<file path="config.mk">
export PLATFORM = sky130hd
export DESIGN_NAME = spi_ram_arbiter_flat
export DESIGN_NICKNAME = d
export VERILOG_FILES = /design/src/rtl/spi_ram_arbiter_pkg.sv /design/src/rtl/spi_ram_arbiter_if.sv /design/src/rtl/spi_ram_arb_port.sv /design/src/rtl/spi_ram_arbiter.sv /design/src/flat_wrapper.sv
export SDC_FILE = /design/constraint.sdc
export NUM_CORES = 1
export LEC_CHECK = 0
export ABC_CLOCK_PERIOD_IN_PS = 5350
export CORE_ASPECT_RATIO = 2
export CORE_MARGIN = 10
export CORE_UTILIZATION = 40
export DETAILED_ROUTE_END_ITERATION = 16
export PLACE_DENSITY = 0.67
export SYNTH_ARGS = -nofsm -noshare
export SYNTH_HDL_FRONTEND = slang
export SYNTH_SLANG_ARGS = --single-unit
</file>
<file path="constraint.sdc">
create_clock -name clk -period 5.35 [get_ports clk]
set_input_delay 1.3375 -clock clk [delete_from_list [all_inputs] [get_ports clk]]
set_output_delay 1.3375 -clock clk [all_outputs]
set_load 0.05 [all_outputs]
</file>
<file path="src/rtl/spi_ram_arbiter_pkg.sv">
// Shared definitions for the two-port SPI RAM arbiter: FSM encoding, port
// indices and the default read-abort pattern.
package spi_ram_arb_defs;

    typedef enum logic [1:0] {
        IDLE  = 2'd0,
        ISSUE = 2'd1,
        WAIT  = 2'd2
    } state_t;

    localparam logic PORT_CPU = 1'b0;
    localparam logic PORT_AUX = 1'b1;

    localparam logic [31:0] ABORT_DATA_DEFAULT = 32'hDEADBEEF;

endpackage

</file>
<file path="src/rtl/spi_ram_arbiter_if.sv">
// FemtoRV-style memory port: one-cycle rd/wr strobes with rbusy/wbusy
// back-pressure. The bus master drives the strobes, the arbiter answers.
interface spi_ram_arbiter_if #(
    parameter int ADDR_W = 20,
    parameter int DATA_W = 32
);
    logic [ADDR_W-1:0] addr;
    logic [DATA_W-1:0] wdata;
    logic              rd;
    logic              wr;
    logic              rbusy;
    logic              wbusy;
    logic [DATA_W-1:0] rdata;

    modport master (output addr, wdata, rd, wr, input rbusy, wbusy, rdata);
    modport slave  (input addr, wdata, rd, wr, output rbusy, wbusy, rdata);
endinterface

</file>
<file path="src/rtl/spi_ram_arb_port.sv">
// Per-port request capture: pending flags, latched address/write data and
// the read-data holding register.
module spi_ram_arb_port #(
    parameter int ADDR_W = 20,
    parameter int DATA_W = 32
) (
    input  logic               clk,
    input  logic               resetn,
    spi_ram_arbiter_if.slave   bus,
    input  logic               clear,
    input  logic               load_rdata,
    input  logic [DATA_W-1:0]  rdata_in,
    output logic               pending_rd,
    output logic               pending_wr,
    output logic [ADDR_W-1:0]  addr_q,
    output logic [DATA_W-1:0]  wdata_q
);

    logic              rd_after_clear;
    logic              wr_after_clear;
    logic              accept;
    logic [DATA_W-1:0] rdata_q;

    // Capture is judged against the flags as they will be after this edge's
    // completion, so a strobe coinciding with the clear is not lost.
    assign rd_after_clear = pending_rd & ~clear;
    assign wr_after_clear = pending_wr & ~clear;
    assign accept         = ~rd_after_clear & ~wr_after_clear & (bus.rd | bus.wr);

    always_ff @(posedge clk or negedge resetn) begin
        if (!resetn) begin
            pending_rd <= 1'b0;
            pending_wr <= 1'b0;
            rdata_q    <= '0;
        end else begin
            pending_rd <= accept ? ~bus.wr : rd_after_clear;
            pending_wr <= accept ?  bus.wr : wr_after_clear;
            if (load_rdata) begin
                rdata_q <= rdata_in;
            end
        end
    end

    always_ff @(posedge clk) begin
        if (accept) begin
            addr_q  <= bus.addr;
            wdata_q <= bus.wdata;
        end
    end

    assign bus.rbusy = pending_rd;
    assign bus.wbusy = pending_wr;
    assign bus.rdata = rdata_q;

endmodule

</file>
<file path="src/rtl/spi_ram_arbiter.sv">
// Round-robin arbiter and sequencer sharing one MappedSPIRAM between two
// bus masters, with a watchdog that aborts transfers that never complete.
module spi_ram_arbiter
    import spi_ram_arb_defs::*;
#(
    parameter int              ADDR_W     = 20,
    parameter int              DATA_W     = 32,
    parameter int              TIMEOUT    = 4095,
    parameter logic [DATA_W-1:0] ABORT_DATA = DATA_W'(ABORT_DATA_DEFAULT)
) (
    input  logic               clk,
    input  logic               resetn,
    spi_ram_arbiter_if.slave   p0,
    spi_ram_arbiter_if.slave   p1,
    output logic [ADDR_W-1:0]  ram_word_address,
    output logic [DATA_W-1:0]  ram_wdata,
    output logic               ram_rd,
    output logic               ram_wr,
    input  logic               ram_rbusy,
    input  logic               ram_wbusy,
    input  logic [DATA_W-1:0]  ram_rdata,
    output logic               grant,
    output logic               timeout_err
);

    localparam int WD_W = $clog2(TIMEOUT + 1);
    localparam logic [WD_W-1:0] TIMEOUT_CNT = WD_W'(TIMEOUT);

    state_t            state_q, state_d;
    logic              grant_d;
    logic              last_grant_q, last_grant_d;
    logic              cur_wr_q, cur_wr_d;
    logic [ADDR_W-1:0] addr_d;
    logic [DATA_W-1:0] wdata_d;
    logic              ram_rd_d, ram_wr_d;
    logic [WD_W-1:0]   wd_q, wd_d;
    logic              timeout_err_d;

    logic [1:0]        clear;
    logic [1:0]        load_rdata;
    logic [DATA_W-1:0] rdata_next;

    logic              p0_pend_rd, p0_pend_wr, p1_pend_rd, p1_pend_wr;
    logic [ADDR_W-1:0] p0_addr_q, p1_addr_q;
    logic [DATA_W-1:0] p0_wdata_q, p1_wdata_q;
    logic [1:0]        req;
    logic              pick;
    logic              pick_wr;
    logic              ram_busy;

    spi_ram_arb_port #(.ADDR_W(ADDR_W), .DATA_W(DATA_W)) u_port0 (
        .clk        (clk),
        .resetn     (resetn),
        .bus        (p0),
        .clear      (clear[PORT_CPU]),
        .load_rdata (load_rdata[PORT_CPU]),
        .rdata_in   (rdata_next),
        .pending_rd (p0_pend_rd),
        .pending_wr (p0_pend_wr),
        .addr_q     (p0_addr_q),
        .wdata_q    (p0_wdata_q)
    );

    spi_ram_arb_port #(.ADDR_W(ADDR_W), .DATA_W(DATA_W)) u_port1 (
        .clk        (clk),
        .resetn     (resetn),
        .bus        (p1),
        .clear      (clear[PORT_AUX]),
        .load_rdata (load_rdata[PORT_AUX]),
        .rdata_in   (rdata_next),
        .pending_rd (p1_pend_rd),
        .pending_wr (p1_pend_wr),
        .addr_q     (p1_addr_q),
        .wdata_q    (p1_wdata_q)
    );

    assign req      = {p1_pend_rd | p1_pend_wr, p0_pend_rd | p0_pend_wr};
    // On a tie the port that was not served last wins.
    assign pick     = (req == 2'b11) ? ~last_grant_q : req[PORT_AUX];
    assign pick_wr  = pick ? p1_pend_wr : p0_pend_wr;
    assign ram_busy = cur_wr_q ? ram_wbusy : ram_rbusy;

    always_ff @(posedge clk or negedge resetn) begin
        if (!resetn) begin
            state_q          <= IDLE;
            grant            <= PORT_CPU;
            last_grant_q     <= PORT_AUX;
            cur_wr_q         <= 1'b0;
            ram_word_address <= '0;
            ram_wdata        <= '0;
            ram_rd           <= 1'b0;
            ram_wr           <= 1'b0;
            wd_q             <= '0;
            timeout_err      <= 1'b0;
        end else begin
            state_q          <= state_d;
            grant            <= grant_d;
            last_grant_q     <= last_grant_d;
            cur_wr_q         <= cur_wr_d;
            ram_word_address <= addr_d;
            ram_wdata        <= wdata_d;
            ram_rd           <= ram_rd_d;
            ram_wr           <= ram_wr_d;
            wd_q             <= wd_d;
            timeout_err      <= timeout_err_d;
        end
    end

    always_comb begin
        state_d       = state_q;
        grant_d       = grant;
        last_grant_d  = last_grant_q;
        cur_wr_d      = cur_wr_q;
        addr_d        = ram_word_address;
        wdata_d       = ram_wdata;
        ram_rd_d      = 1'b0;
        ram_wr_d      = 1'b0;
        wd_d          = wd_q;
        timeout_err_d = timeout_err;
        clear         = 2'b00;
        load_rdata    = 2'b00;
        rdata_next    = ram_rdata;

        case (state_q)
            IDLE: begin
                if (|req) begin
                    grant_d  = pick;
                    addr_d   = pick ? p1_addr_q  : p0_addr_q;
                    wdata_d  = pick ? p1_wdata_q : p0_wdata_q;
                    cur_wr_d = pick_wr;
                    ram_rd_d = ~pick_wr;
                    ram_wr_d = pick_wr;
                    state_d  = ISSUE;
                end
            end
            ISSUE: begin
                wd_d    = '0;
                state_d = WAIT;
            end
            WAIT: begin
                // wd_q == 0 marks the first WAIT cycle, when downstream busy
                // may not have risen yet.
                if ((wd_q != '0) && !ram_busy) begin
                    clear[grant]      = 1'b1;
                    load_rdata[grant] = ~cur_wr_q;
                    last_grant_d      = grant;
                    state_d           = IDLE;
                end else if (wd_q == TIMEOUT_CNT) begin
                    clear[grant]      = 1'b1;
                    load_rdata[grant] = ~cur_wr_q;
                    rdata_next        = ABORT_DATA;
                    timeout_err_d     = 1'b1;
                    state_d           = IDLE;
                end else begin
                    wd_d = wd_q + 1'b1;
                end
            end
            default: begin
                state_d = IDLE;
            end
        endcase
    end

endmodule

</file>
<file path="src/flat_wrapper.sv">
// flat-port wrapper written by rule: the top's interface ports become plain ports
module spi_ram_arbiter_flat import spi_ram_arb_defs::*;
#(
    parameter int              ADDR_W     = 20,
    parameter int              DATA_W     = 32,
    parameter int              TIMEOUT    = 4095,
    parameter logic [DATA_W-1:0] ABORT_DATA = DATA_W'(ABORT_DATA_DEFAULT)
)
  (clk, resetn, ram_word_address, ram_wdata, ram_rd, ram_wr, ram_rbusy, ram_wbusy, ram_rdata, grant, timeout_err, p0_addr, p0_wdata, p0_rd, p0_wr, p0_rbusy, p0_wbusy, p0_rdata, p1_addr, p1_wdata, p1_rd, p1_wr, p1_rbusy, p1_wbusy, p1_rdata);
  spi_ram_arbiter_if #(.ADDR_W(ADDR_W), .DATA_W(DATA_W)) p0_i ();
  spi_ram_arbiter_if #(.ADDR_W(ADDR_W), .DATA_W(DATA_W)) p1_i ();
  input  logic clk;
  input  logic resetn;
  output logic [ADDR_W-1:0] ram_word_address;
  output logic [DATA_W-1:0] ram_wdata;
  output logic ram_rd;
  output logic ram_wr;
  input  logic ram_rbusy;
  input  logic ram_wbusy;
  input  logic [DATA_W-1:0] ram_rdata;
  output logic grant;
  output logic timeout_err;
  input wire logic [$bits(p0_i.addr)-1:0] p0_addr;
  input wire logic [$bits(p0_i.wdata)-1:0] p0_wdata;
  input wire logic [$bits(p0_i.rd)-1:0] p0_rd;
  input wire logic [$bits(p0_i.wr)-1:0] p0_wr;
  output wire logic [$bits(p0_i.rbusy)-1:0] p0_rbusy;
  output wire logic [$bits(p0_i.wbusy)-1:0] p0_wbusy;
  output wire logic [$bits(p0_i.rdata)-1:0] p0_rdata;
  input wire logic [$bits(p1_i.addr)-1:0] p1_addr;
  input wire logic [$bits(p1_i.wdata)-1:0] p1_wdata;
  input wire logic [$bits(p1_i.rd)-1:0] p1_rd;
  input wire logic [$bits(p1_i.wr)-1:0] p1_wr;
  output wire logic [$bits(p1_i.rbusy)-1:0] p1_rbusy;
  output wire logic [$bits(p1_i.wbusy)-1:0] p1_wbusy;
  output wire logic [$bits(p1_i.rdata)-1:0] p1_rdata;
  assign p0_i.addr = p0_addr;
  assign p0_i.wdata = p0_wdata;
  assign p0_i.rd = p0_rd;
  assign p0_i.wr = p0_wr;
  assign p0_rbusy = p0_i.rbusy;
  assign p0_wbusy = p0_i.wbusy;
  assign p0_rdata = p0_i.rdata;
  assign p1_i.addr = p1_addr;
  assign p1_i.wdata = p1_wdata;
  assign p1_i.rd = p1_rd;
  assign p1_i.wr = p1_wr;
  assign p1_rbusy = p1_i.rbusy;
  assign p1_wbusy = p1_i.wbusy;
  assign p1_rdata = p1_i.rdata;
  spi_ram_arbiter #(.ADDR_W(ADDR_W), .DATA_W(DATA_W), .TIMEOUT(TIMEOUT), .ABORT_DATA(ABORT_DATA)) u_core (.clk(clk), .resetn(resetn), .p0(p0_i), .p1(p1_i), .ram_word_address(ram_word_address), .ram_wdata(ram_wdata), .ram_rd(ram_rd), .ram_wr(ram_wr), .ram_rbusy(ram_rbusy), .ram_wbusy(ram_wbusy), .ram_rdata(ram_rdata), .grant(grant), .timeout_err(timeout_err));
endmodule
</file>
==> results of run 1 <==
-- worst register-to-register path: stages (launching register included) --
cell	delay [ps]
sky130_fd_sc_hd__dfrtp_1	390
sky130_fd_sc_hd__inv_1	100
sky130_fd_sc_hd__ha_1	480
sky130_fd_sc_hd__inv_1	280
sky130_fd_sc_hd__nor4_1	390
sky130_fd_sc_hd__a21oi_2	160
sky130_fd_sc_hd__or3_2	910
sky130_fd_sc_hd__mux2_1	490
-- final timing paths --
check,start,depth (start not counted),endpoint
max in group asynchronous,resetn,2,u_core.ram_wdata[17]$_DFFE_PN0P_
max reg2reg,u_core.state_q[0]$_DFFE_PN0P_,7,u_core.u_port0.bus.rdata[31]$_DFFE_PN0P_
min reg2reg,u_core.timeout_err$_DFFE_PN0P_,1,u_core.timeout_err$_DFFE_PN0P_
min,u_core.timeout_err$_DFFE_PN0P_,1,u_core.timeout_err$_DFFE_PN0P_
max,ram_rbusy,6,u_core.u_port0.bus.rdata[31]$_DFFE_PN0P_
min in group asynchronous,resetn,1,u_core.u_port1.bus.rdata[12]$_DFFE_PN0P_
-- cells in the final DEF, fill, tap and decap left out, types with 3 or more instances in the layout --
| cell type | n |
|---|---|
| sky130_fd_sc_hd__clkdlybuf4s50_1 | 266 |
| sky130_fd_sc_hd__dfrtp_1 | 139 |
| sky130_fd_sc_hd__edfxtp_1 | 104 |
| sky130_fd_sc_hd__nand2_1 | 72 |
| sky130_fd_sc_hd__o21ai_0 | 63 |
| sky130_fd_sc_hd__mux2i_1 | 53 |
| sky130_fd_sc_hd__mux2_4 | 30 |
| sky130_fd_sc_hd__mux2_1 | 28 |
| sky130_fd_sc_hd__or2_2 | 24 |
| sky130_fd_sc_hd__clkbuf_16 | 23 |
| sky130_fd_sc_hd__nor2_1 | 10 |
| sky130_fd_sc_hd__inv_1 | 9 |
| sky130_fd_sc_hd__nor2b_1 | 9 |
| sky130_fd_sc_hd__mux2_2 | 7 |
| sky130_fd_sc_hd__a21oi_1 | 5 |
| sky130_fd_sc_hd__ha_1 | 5 |
| sky130_fd_sc_hd__buf_4 | 5 |
| sky130_fd_sc_hd__nor3_1 | 4 |
| sky130_fd_sc_hd__nand2b_1 | 4 |
| sky130_fd_sc_hd__a32o_1 | 4 |
| sky130_fd_sc_hd__clkbuf_1 | 4 |
| sky130_fd_sc_hd__clkinv_2 | 4 |
| sky130_fd_sc_hd__or2_1 | 3 |
| sky130_fd_sc_hd__nand3_1 | 3 |
| sky130_fd_sc_hd__nand4_1 | 3 |
| sky130_fd_sc_hd__o21a_1 | 3 |
| sky130_fd_sc_hd__a31o_2 | 3 |
| sky130_fd_sc_hd__clkinvlp_4 | 3 |
| sky130_fd_sc_hd__clkbuf_8 | 3 |
-- routing by layer --
metal  track usage, %  up-vias  routed length [µm]
li1                 -     2847                   -
met1            16.12     2942                8397
met2            30.41      189               13980
met3            3.731       20                1839
met4            4.641        0                 363
met5                0        -                   0
-- power groups by stage --
stage | logic (mW) | registers (mW) | clock network [mW]
final | 3.41 | 2.69 | 1.57
after global routing | 3.62 | 2.75 | 1.71
after CTS | 3.47 | 2.69 | 1.62
after detailed placement | 3.46 | 2.72 | 0
after global placement | 3.42 | 2.71 | 0
after floorplan | 0.962 | 3.97 | 0
-- layout make-up --
type | instances | area share [%]
clock inverters | 12 | 0.7071
inverters | 9 | 0.2546
clock buffers | 30 | 4.761
flip-flops and latches | 244 | 49.94
well taps | 287 | 2.706
multi-input cells | 364 | 20.89
repair buffers | 274 | 20.73
-- registers in the layout, summed over array words and instances (netlist names), 2 cells and up --
register                  flops
u_core.ram_wdata             32
u_core.u_port0.bus.rdata     32
u_core.u_port0.wdata_q       32
u_core.u_port1.bus.rdata     32
u_core.u_port1.wdata_q       32
u_core.ram_word_address      20
u_core.u_port0.addr_q        20
u_core.u_port1.addr_q        20
u_core.wd_q                  12
u_core.state_q                2
-- kinds of logic after synthesis --
family,count (synthesis)
and+or+nand+nor,144
buffers and inverters,40
DFF,244
muxes,119
xor gates and xnor gates,1
adders and majority gates,5
AOI/OAI and AO/OA,95
==> results.py, run 1 <==
metrics = {
    "critical_path": {
        "crit_path_end_kind": "register",
        "critical-path-slowest-cell": "sky130_fd_sc_hd__or3_2",
        "max_incr_delay_on_cp_ps": 940,
        "path_class": "in -> reg",
        "cp_cell_sequence": "clkdlybuf4s50_1, mux2i_2, and2_1, a21oi_2, or3_2, mux2_1",
        "critPathArrivalTime_ps": 3930,
        "worst_setup_path_start_kind": "primary input",
        "worst-r2r-setup-slack_ps": 2030,
        "cp.required_ps": 5740,
        "critPathBufInv": 1,
        "path_max_fanout": 32,
        "critical_path.top_delay_family": "simple AND/OR/NAND/NOR gates",
    },
    "power": {
        "leakage_nw": 5.399,
        "total_power_mw": 7.676,
        "seq_power_share_pct": 35.0,
        "internal_power_mw": 4.502,
        "power.share.clock_pct": 20.5,
        "power.ir.vdd_worst_mv": 0.3451,
        "power.density_cell_area_nw_per_um2": 578.4,
        "power.share.switching_pct": 41.35,
        "power_frac_comb_pct": 44.5,
        "netSwitchingPower_mw": 3.174,
    },
    "timing": {
        "finalSetupViolations": 0,
        "tightest_slew_ps": 1092,
        "worst_case_headroom_to_the_max_slew_limit_pct": 27.20,
        "max_freq_mhz": 283.1,
        "worst_clk_skew_ps": 19.94,
        "hold_viol_final": 0,
        "rsz0062_at_grt": "no",
        "final-max-slew-violation-count": 0,
        "finalWorstPathRequiredPeriod_ps": 3532,
        "final.setup.tns_ps": 0,
        "worst_slack_ps": 1818,
        "period_share_pct": 66.02,
        "fin_hold_ws_ps": 471.3,
    },
    "floorplanning": {
        "full_die_area_um2": 30850,
        "fp.dieH_um": 238.6,
        "effective_utilization_at_floorplan_pct": 40.28,
        "floorplan.core_area_um2": 23720,
        "dieWidth_um": 129.3,
        "std_cell_rows": 80,
        "io_pins": 268,
    },
    "global_routing": {
        "antenna_found_initial": 0,
        "grtUsageTotal_pct": 15.80,
        "grt_remaining_overflow": 0,
        "grt_pass1_vias": 6498,
        "grt_start_max_net_pins": 109,
        "grt_first_pass_wirelength_um": 37660,
    },
    "logic_synthesis": {
        "ys_warn_count": 0,
        "synthAdderAreaFrac_pct": 0.6546,
        "synth_compound_area_share_pct": 6.075,
        "synth_nets": 797,
        "synthTopCellsByArea": "sky130_fd_sc_hd__dfrtp_1 36%, sky130_fd_sc_hd__edfxtp_1 33%, sky130_fd_sc_hd__mux2i_1 5.6%",
        "async_reset_ff_share_pct": 57.38,
        "yosys.area_share.simple_pct": 7.292,
        "synth.ff_latch_count": 244,
        "synthXorXnorAreaFrac_pct": 0.09165,
        "synth_top_cell_area_share_pct": 36.40,
        "post_synth_most_frequent_cells": "139 x sky130_fd_sc_hd__dfrtp_1, 104 x sky130_fd_sc_hd__edfxtp_1, 73 x sky130_fd_sc_hd__nand2_1, 63 x sky130_fd_sc_hd__o21ai_0, 53 x sky130_fd_sc_hd__mux2i_1",
        "synth_flop_cell": "sky130_fd_sc_hd__dfrtp_1",
        "synth.largest_area_cell": "sky130_fd_sc_hd__dfrtp_1",
        "syn-cell-area_um2": 9557,
        "synth_enable_flop_cells": 104,
        "seq_area_frac_synth_pct": 69.35,
        "largest_family_of_logic_cells_by_synthesized_area": "multiplexers",
        "mapped_avg_cell_area_um2": 14.75,
        "number_of_distinct_library_cell_variants_in_the_gate_level_netlist_after_synthesis": 48,
        "yosysMostFrequentCell": "sky130_fd_sc_hd__dfrtp_1",
        "muxShareOfSynthArea_pct": 14.53,
        "synth_cells": 648,
    },
    "place": {
        "post_place_setup_slack_ps": 1230,
        "port-buffer-count": 267,
        "globalplace.congestion": 0.8322,
        "place.detailed.instances": 1178,
        "dp_hpwl_um": 17920,
        "placed_cell_area_um2": 12540,
    },
    "clocking": {
        "tritoncts.num_buffers": 23,
        "holdBufCountCts": 0,
        "post_cts_resize_count": 0,
        "tritoncts_clock_tree": "yes",
        "setup_buffers_after_cts": 0,
        "clk-insertion-delay-late_ps": 520,
        "ctsRootBufferMaster": "sky130_fd_sc_hd__clkbuf_16",
        "cts.path.max_buffers": 3,
        "clkSinkCount": 244,
        "clock_tree.htree_level_count": 1,
        "clk_pin_slew_worst_paths_ps": 70,
    },
    "finish": {
        "design.final.nets": 1065,
        "syn2layout_area_growth_pct": 38.86,
        "multi_input_comb_area_um2": 2773,
        "final_area_um2": 13270,
        "stdcell_count": 1220,
        "seq_area_um2": 6628,
        "num_antenna_cells": 0,
        "final_util_pct": 55.94,
        "fraction_of_final_layout_cells_sized_beyond_drive_strength_1_pct": 12.97,
        "filler_cell_count": 1923,
    },
    "drt": {
        "route.final.wire_length_um": 24590,
        "via_per_inst": 4.916,
        "route.detailed.wl_per_inst_um": 20.15,
        "drt_iter0_drc": 260,
        "drcViolationCount": 0,
        "route.vias.total": 5998,
        "firstDrtPassIters": 4,
        "drt.antenna.violating_nets": 0,
    },
    "hold_path": {
        "hold_path.class": "reg -> reg",
    },
    "flow_run": {
        "max_cap_viol_count": 0,
    },
    "status": {
        "run_status": "finished clean",
    },
}
No activity file was read; power rests on OpenSTA's default activity.
==> run 2: changes to the inputs <==
--- a/config.mk
+++ b/config.mk
@@ -5,12 +5,12 @@
 export SDC_FILE = /design/constraint.sdc
 export NUM_CORES = 1
 export LEC_CHECK = 0
-export ABC_CLOCK_PERIOD_IN_PS = 5350
+export ABC_CLOCK_PERIOD_IN_PS = 3200
 export CORE_ASPECT_RATIO = 2
 export CORE_MARGIN = 10
 export CORE_UTILIZATION = 40
 export DETAILED_ROUTE_END_ITERATION = 16
-export PLACE_DENSITY = 0.67
+export PLACE_DENSITY = 0.69
 export SYNTH_ARGS = -nofsm -noshare
 export SYNTH_HDL_FRONTEND = slang
 export SYNTH_SLANG_ARGS = --single-unit
==> constraint.sdc (replaced) <==
create_clock -name clk -period 3.2 [get_ports clk]
set_input_delay 0.8 -clock clk [delete_from_list [all_inputs] [get_ports clk]]
set_output_delay 0.8 -clock clk [all_outputs]
set_load 0.05 [all_outputs]
==> run 2 against run 1 <==
Effect of this change:
- register-to-register slack got worse by 1500 ps
- cell count rose by 0.41%
- global-route usage is 0.17 points lower
- sequential share of layout area fell by 0.36 points
- largest power group unchanged
==> results.py, run 2 (synthesized netlist as in run 1, its figures left out) <==
metrics = {
    "critical_path": {
        "max_incr_delay_on_cp_ps": 620,
        "cp_cell_sequence": "inv_1, ha_1, inv_1, buf_4, o41ai_1, a21oi_2, buf_4, a32o_1",
        "cp.required_ps": 3600,
        "worst_setup_path_start_kind": "register",
        "crit_path_end_kind": "register",
        "critical_path.top_delay_family": "compound AO/OA/AOI/OAI gates",
        "critical-path-slowest-cell": "sky130_fd_sc_hd__o41ai_1",
        "path_max_fanout": 15,
        "critPathBufInv": 4,
        "path_class": "reg -> reg",
        "critPathArrivalTime_ps": 3090,
    },
    "drt": {
        "route.final.wire_length_um": 24410,
        "via_per_inst": 4.960,
        "drcViolationCount": 0,
        "drt_iter0_drc": 227,
        "route.detailed.wl_per_inst_um": 19.92,
        "drt.antenna.violating_nets": 0,
        "route.vias.total": 6076,
        "firstDrtPassIters": 5,
    },
    "global_routing": {
        "met1_usage_pct": 15.92,
        "antenna_found_initial": 2,
        "grt_pass1_vias": 6502,
        "met3_usage_pct": 4.219,
        "grtUsageTotal_pct": 15.63,
        "grt-busiest-layer": "met2",
        "globalRouteMet2Util_pct": 28.95,
        "grt_first_pass_wirelength_um": 37570,
        "grt_remaining_overflow": 0,
        "grt_start_max_net_pins": 54,
    },
    "status": {
        "run_status": "finished clean",
    },
    "power": {
        "power.ir.vdd_worst_mv": 0.5192,
        "total_power_mw": 12.93,
        "leakage_nw": 5.453,
        "power.density_cell_area_nw_per_um2": 967.3,
    },
    "flow_run": {
        "max_cap_viol_count": 0,
    },
    "finish": {
        "stdcell_count": 1225,
        "filler_cell_count": 1933,
        "syn2layout_area_growth_pct": 39.88,
        "layout.cells.most_common": "sky130_fd_sc_hd__clkdlybuf4s50_1",
        "num_antenna_cells": 0,
        "design.final.nets": 1071,
        "fraction_of_final_layout_cells_sized_beyond_drive_strength_1_pct": 13.43,
        "leading_cell_types_in_the_layout_fill_and_taps_excluded": "266 x sky130_fd_sc_hd__clkdlybuf4s50_1, 139 x sky130_fd_sc_hd__dfrtp_1, 104 x sky130_fd_sc_hd__edfxtp_1",
    },
    "timing": {
        "worst_case_headroom_to_the_max_slew_limit_pct": 34.39,
        "finalWorstPathRequiredPeriod_ps": 2696,
        "final-max-slew-violation-count": 0,
        "rsz0062_at_grt": "no",
        "hold_viol_final": 0,
        "period_share_pct": 84.24,
        "worst_clk_skew_ps": 7.805,
        "tightest_slew_ps": 984.1,
        "max_freq_mhz": 371.0,
        "finalSetupViolations": 0,
        "fin_hold_ws_ps": 194.8,
        "final.setup.tns_ps": 0,
    },
    "hold_path": {
        "hold_path.class": "in -> async",
    },
    "floorplanning": {
        "fp.dieH_um": 238.6,
        "floorplan.core_area_um2": 23720,
        "effective_utilization_at_floorplan_pct": 40.28,
        "io_pins": 268,
        "std_cell_rows": 80,
        "full_die_area_um2": 30850,
        "dieWidth_um": 129.3,
    },
    "clocking": {
        "post_cts_resize_count": 0,
        "tritoncts_clock_tree": "yes",
        "cts.path.max_buffers": 3,
        "clk_pin_slew_worst_paths_ps": 70,
        "clock_tree.htree_level_count": 1,
        "holdBufCountCts": 0,
        "clkSinkCount": 244,
        "setup_buffers_after_cts": 0,
        "clk-insertion-delay-late_ps": 510,
        "ctsRootBufferMaster": "sky130_fd_sc_hd__clkbuf_16",
        "tritoncts.num_buffers": 22,
    },
    "place": {
        "dp_hpwl_um": 17920,
        "place.detailed.instances": 1185,
        "globalplace.congestion": 0.8102,
        "port-buffer-count": 267,
    },
}
[run 2: per-layer routing]
layer | vias to the layer above | part of all wire (%)
li1 | 2861 | -
met1 | 2974 | 34
met2 | 197 | 55
met3 | 40 | 7.7
met4 | 4 | 3.2
met5 | - | 0.086
[run 2: power by group]
group	internal, mW	switching (mW)	leakage, nW
clock	1.50	1.13	0.352
sequential	4.06	0.437	2.72
combinational	2.06	3.73	2.39
[run 2: final timing paths]
kind / start / endpoint / slack (ps) / depth (start not counted)
setup / recovery: u_core.state_q[0]$_DFFE_PN0P_ / u_core.wd_q[8]$_DFFE_PN0P_ / 500 / 8
hold reg to reg: u_core.timeout_err$_DFFE_PN0P_ / u_core.timeout_err$_DFFE_PN0P_ / 470 / 1
setup reg to reg: u_core.state_q[0]$_DFFE_PN0P_ / u_core.wd_q[8]$_DFFE_PN0P_ / 500 / 8
max in group asynchronous: resetn / u_core.ram_wdata[23]$_DFFE_PN0P_ / 2280 / 2
min in group clk: u_core.timeout_err$_DFFE_PN0P_ / u_core.timeout_err$_DFFE_PN0P_ / 470 / 1
hold / removal: resetn / u_core.u_port1.bus.rdata[13]$_DFFE_PN0P_ / 190 / 1
[run 2: final cells by class]
type | count | area [µm²] | area share [%]
Multi-Input combinational cell | 364 | 2773 | 20.74
Clock inverter | 13 | 120.1 | 0.8985
Clock buffer | 27 | 600.6 | 4.493
Tap cell | 287 | 359.1 | 2.686
Inverter | 9 | 33.78 | 0.2527
Sequential cell | 244 | 6628 | 49.58
Timing Repair Buffer | 281 | 2854 | 21.35
[run 2: through the flow]
step | worst slack (ps) | area [µm²] | util, %
floorplan | 252.5 | 9569 | -
global placement | 155.4 | 12650 | 53.31
detailed placement | 131.9 | 12650 | 53.31
CTS | 491.6 | 13370 | 56.35
global route | 268.8 | 13370 | 56.35
finish | 504.4 | 13370 | 56.35
